### config.mk
export PLATFORM = sky130hd
export DESIGN_NAME = external_stimulus_player
export DESIGN_NICKNAME = d
export VERILOG_FILES = /design/src/rtl/external_stimulus_player.sv
export SDC_FILE = /design/constraint.sdc
export NUM_CORES = 1
export LEC_CHECK = 0
export CAP_MARGIN = 0
export CELL_PAD_IN_SITES_DETAIL_PLACEMENT = 0
export CELL_PAD_IN_SITES_GLOBAL_PLACEMENT = 1
export CORE_MARGIN = 4
export CORE_UTILIZATION = 48
export DETAILED_ROUTE_END_ITERATION = 7
export PLACE_DENSITY = 0.72
export SYNTH_ARGS = -nofsm -noshare
export SYNTH_HDL_FRONTEND = slang
export SYNTH_SLANG_ARGS = --single-unit
### constraint.sdc
create_clock -name clk -period 7.2 [get_ports clk]
set_clock_uncertainty 0.1 [all_clocks]
set_input_delay 1.44 -clock clk [delete_from_list [all_inputs] [get_ports clk]]
set_output_delay 1.44 -clock clk [all_outputs]
set_load 0.02 [all_outputs]
### src/rtl/external_stimulus_player.sv
// Buffers time-stamped stimulus events and replays each one on its synapse row when the timestamp counter reaches the event time.
// Latency: one cycle from release to the registered stim pulse. Backpressure: evt_ready drops when the FIFO is full and the head is not popping.
module external_stimulus_player #(
    parameter int NUM_SYNAPSE_ROWS = 1,
    parameter int ADDR_WIDTH       = 6,
    parameter int TIME_WIDTH       = 16,
    parameter int FIFO_DEPTH       = 16,
    localparam int ROW_W           = (NUM_SYNAPSE_ROWS > 1) ? $clog2(NUM_SYNAPSE_ROWS) : 1,
    localparam int CNT_W           = $clog2(FIFO_DEPTH) + 1
) (
    input  logic                                   clk,
    input  logic                                   reset,
    input  logic                                   run,
    input  logic                                   time_clear,
    input  logic                                   evt_valid,
    output logic                                   evt_ready,
    input  logic [TIME_WIDTH-1:0]                  evt_time,
    input  logic [ROW_W-1:0]                       evt_row,
    input  logic [ADDR_WIDTH-1:0]                  evt_address,
    input  logic                                   evt_on_off,
    output logic [NUM_SYNAPSE_ROWS-1:0]            stim_valid,
    output logic [NUM_SYNAPSE_ROWS*ADDR_WIDTH-1:0] stim_address,
    output logic [NUM_SYNAPSE_ROWS-1:0]            stim_on_off,
    output logic [TIME_WIDTH-1:0]                  now,
    output logic [CNT_W-1:0]                       fifo_count,
    output logic                                   late_event,
    output logic                                   bad_row
);

    localparam int PTR_W = $clog2(FIFO_DEPTH);

    typedef struct packed {
        logic [TIME_WIDTH-1:0] rel_time;
        logic [ROW_W-1:0]      row;
        logic [ADDR_WIDTH-1:0] address;
        logic                  on_off;
    } evt_t;

    typedef enum logic {
        IDLE  = 1'b0,
        ARMED = 1'b1
    } state_t;

    state_t                state;
    state_t                state_next;
    evt_t                  mem [FIFO_DEPTH];
    evt_t                  head;
    evt_t                  wr_dat;
    logic [PTR_W-1:0]      wr_ptr;
    logic [PTR_W-1:0]      rd_ptr;
    logic [TIME_WIDTH-1:0] time_diff;
    logic                  due;
    logic                  push;
    logic                  pop;
    logic [NUM_SYNAPSE_ROWS-1:0] row_hit;

    assign head   = mem[rd_ptr];
    assign wr_dat = '{rel_time: evt_time, row: evt_row, address: evt_address, on_off: evt_on_off};

    // Wrap-safe "now >= time": the difference must land in the lower half of the counter range.
    assign time_diff = now - head.rel_time;
    assign due       = ~time_diff[TIME_WIDTH-1];

    assign pop       = (state == ARMED) && run && due;
    assign evt_ready = (fifo_count != CNT_W'(FIFO_DEPTH)) || pop;
    assign push      = evt_valid && evt_ready;

    always_comb begin
        row_hit = '0;
        for (int r = 0; r < NUM_SYNAPSE_ROWS; r++) begin
            row_hit[r] = pop && ({{(32-ROW_W){1'b0}}, head.row} == 32'(r));
        end
    end

    always_comb begin
        state_next = state;
        case (state)
            IDLE:    if (push) state_next = ARMED;
            ARMED:   if (pop && !push && fifo_count == CNT_W'(1)) state_next = IDLE;
            default: state_next = IDLE;
        endcase
    end

    always_ff @(posedge clk) begin
        if (reset) state <= IDLE;
        else       state <= state_next;
    end

    // Storage carries no reset; occupancy is tracked solely by the pointers and count.
    always_ff @(posedge clk) begin
        if (push) mem[wr_ptr] <= wr_dat;
    end

    always_ff @(posedge clk) begin
        if (reset) begin
            wr_ptr     <= '0;
            rd_ptr     <= '0;
            fifo_count <= '0;
        end else begin
            if (push) wr_ptr <= wr_ptr + PTR_W'(1);
            if (pop)  rd_ptr <= rd_ptr + PTR_W'(1);
            case ({push, pop})
                2'b10:   fifo_count <= fifo_count + CNT_W'(1);
                2'b01:   fifo_count <= fifo_count - CNT_W'(1);
                default: fifo_count <= fifo_count;
            endcase
        end
    end

    always_ff @(posedge clk) begin
        if (reset)           now <= '0;
        else if (time_clear) now <= '0;
        else if (run)        now <= now + TIME_WIDTH'(1);
    end

    // Address and on/off of a row persist until that row is released again.
    always_ff @(posedge clk) begin
        if (reset) begin
            stim_valid   <= '0;
            stim_address <= '0;
            stim_on_off  <= '0;
            late_event   <= 1'b0;
            bad_row      <= 1'b0;
        end else begin
            stim_valid <= row_hit;
            for (int r = 0; r < NUM_SYNAPSE_ROWS; r++) begin
                if (row_hit[r]) begin
                    stim_address[r*ADDR_WIDTH +: ADDR_WIDTH] <= head.address;
                    stim_on_off[r]                           <= head.on_off;
                end
            end
            if (pop && time_diff != '0) late_event <= 1'b1;
            if (pop && row_hit == '0)   bad_row    <= 1'b1;
        end
    end

endmodule

==> results_dict.tcl <==
set metrics [dict create \
    status "finished clean" \
    final_util 0.562 \
    drv_cap 0 \
    dp_cells 1399 \
    grt_pass1_vias 8692 \
    dp_hpwl_um 20400 \
    worst_setup_path_start_kind "flip-flop" \
    gp_congestion 0.790 \
    ys_warn_count 0 \
    syn_to_final_growth_pct 15.6 \
    synth.largest_area_cell "edfxtp_1" \
    rsz0062_at_grt "false" \
    syn_avg_cell_area_um2 19.4 \
    clk_latency_ns 0.55 \
    hold_violations 0 \
    drtPass1Iterations 5 \
    grt.total_usage 0.193 \
    holdBufCountCts 0 \
    final_common_cell "edfxtp_1" \
    crit_path_end_kind "output pin" \
    port_buffers 60 \
    synth_flop_cell "edfxtp_1" \
    yosysTopAreaCellShare 0.669 \
    mostFrequentLayoutCells "384 x edfxtp_1, 119 x mux4_2, 60 x clkdlybuf4s50_1" \
    crit_type "flip-flop to output pin" \
    grt_pass1_wl_um 55700 \
    ant_nets 0 \
    cts_buffers 44 \
    stdcell_count 1481 \
    clock-sinks 428 \
    first_iter_violations 779 \
    die_w_um 198 \
    antenna_cells 0 \
    ir_worst_vdd_uv 171 \
    synth_nets 943 \
    yosysSeqAreaShare 0.720 \
    yosys-top-cells-area "edfxtp_1 67%, mux4_2 16%, dfxtp_1 5.1%, ha_1 1.7%, a21oi_1 0.78%" \
    finalCritPeriodShare 0.930 \
    required_ns 5.66 \
    setup-tns-final_ns 0 \
    slew-limit-headroom 0.328 \
    fmax_ghz 0.149 \
    core_area_mm2 0.0355 \
    synth.distinct_cells 53 \
    slew_violations 0 \
    grt_max_degree 50 \
    route.vias.total 8565 \
    post_cts_resized 0 \
    route.detailed.drc 0 \
    setup_viol_count_final 0 \
    crit_path_max_incr_delay_ns 0.70 \
    post-place-ws_ns 0.991 \
    worst_pin_slew_ns 1.01 \
    htree_num_levels 2 \
    fin_ws_ns 0.500 \
    ios 61 \
    crit_arrival_ns 5.16 \
    start_util 0.486 \
    cp_cell_sequence "buf_4 > mux4_2 > mux4_2 > inv_1 > ha_1 > o21a_1 > o211ai_1 > a31oi_1 > o31a_1 > o311ai_4 > a31oi_1 > buf_4 > inv_2 > clkdlybuf4s50_1" \
    p_leak_uw 0.00636 \
    nFillCells 2628 \
    critPathMaxFanout 28 \
    overflow 0 \
    cts_tree "yes" \
    period_minus_slack_ns 6.70 \
    num_rows 69 \
    p_per_area_mw_per_mm2 262 \
    drive_above_1_share 0.228 \
    antenna_found_initial 1 \
    synth_edf_count 384 \
    ys_seq_elements 428 \
    slowest_stage "dfxtp_4" \
    wirelength_um 37200 \
    clock-root-buffer "clkbuf_16" \
    hold_class "flip-flop to flip-flop" \
    nets 1038 \
    vias_per_cell 5.78 \
    async_flop_share 0 \
    synth.cell_area_mm2 0.0172 \
    fp.dieArea_mm2 0.0390 \
    die_height_um 198 \
    synth_cells 889 \
    clk_pin_slew_ns 0.06 \
    clockBufferDepth 3 \
    cts_setup_buffers 0 \
    wl_per_cell_um 25.1 \
]
-- stage by stage --
stage	cell area, um^2	total power (uW)	hold slack (ns)
floorplan	17200	2960	0.356
global placement	18500	3060	0.351
detailed placement	18500	3060	0.350
CTS	19900	5280	0.359
global route	19900	5420	0.380
finish	19900	5230	0.357
-- report_power, final --
part           internal [uW]  leakage, uW  switching [uW]
Combinational            117      0.00184             138
Clock                   1300     0.000691             927
Sequential              2730      0.00383            17.8
Total                   4150      0.00636            1080
-- critical path, delay by kind of cell (launching register included) --
family                     cells  cell delay (ns)
AOI/OAI and AO/OA              6             1.32
adders and majority gates      1             0.28
buffers and inverters          5             1.29
DFF                            1             0.70
muxes                          2             1.00
-- cells in the mapped netlist (8+ instances only) --
cell type / number
nor2_1: 35
and3_1: 16
ha_1: 24
clkbuf_1: 19
inv_1: 25
mux2i_1: 8
nor2b_1: 11
buf_2: 11
buf_1: 8
mux4_2: 119
xnor2_1: 10
edfxtp_1: 384
xor2_1: 11
nand3_1: 15
dfxtp_1: 44
a21oi_1: 27
o21ai_0: 10
nand4_1: 12
or3_1: 11
nand2_1: 20
-- cell type report --
class,count,area [um^2],share of cell area
flip-flops and latches,428,12400,0.623
inverters,28,105,0.00527
repair buffers,89,843,0.0423
clock inverters,31,280,0.0141
well taps,461,577,0.0289
clock buffers,51,1150,0.0576
multi-input cells,393,4560,0.229
-- final timing paths --
path	start	to	slack, ns	cells after the start
min reg2reg	stim_address[4]	stim_address[4]	0.36	2
min	stim_address[4]	stim_address[4]	0.36	2
max reg2reg	flip-flop	mem[4][12]	1.26	15
max	flip-flop	evt_ready	0.50	14
-- sequential cells by signal, indices dropped and copies added (netlist names), named ones only --
name          cells
wr_ptr            4
late_event        1
bad_row           1
now              16
state             1
rd_ptr            4
fifo_count        5
stim_on_off       1
stim_valid        1
stim_address      6
mem             384
-- layer usage --
| metal | share of wire | vias up | track usage |
|---|---|---|---|
| met5 | 0.00019 | - | 0 |
| met4 | 0.019 | 2 | 0.0449 |
| met3 | 0.060 | 50 | 0.0350 |
| met2 | 0.51 | 244 | 0.323 |
| met1 | 0.41 | 4446 | 0.269 |
| li1 | - | 3823 | - |
-- logic make-up (layout without fill, tap and decap cells) --
group / Yosys count / after routing / synth area share
xor+xnor: 21 / 21 / 0.0107
fa+ha+maj: 25 / 25 / 0.0186
simple gates: 144 / 144 / 0.0437
mux: 132 / 132 / 0.164
flops: 428 / 428 / 0.720
compound gates: 71 / 71 / 0.0269
buf+inv: 68 / 199 / 0.0165
No activity file was read; power rests on OpenSTA's default activity.
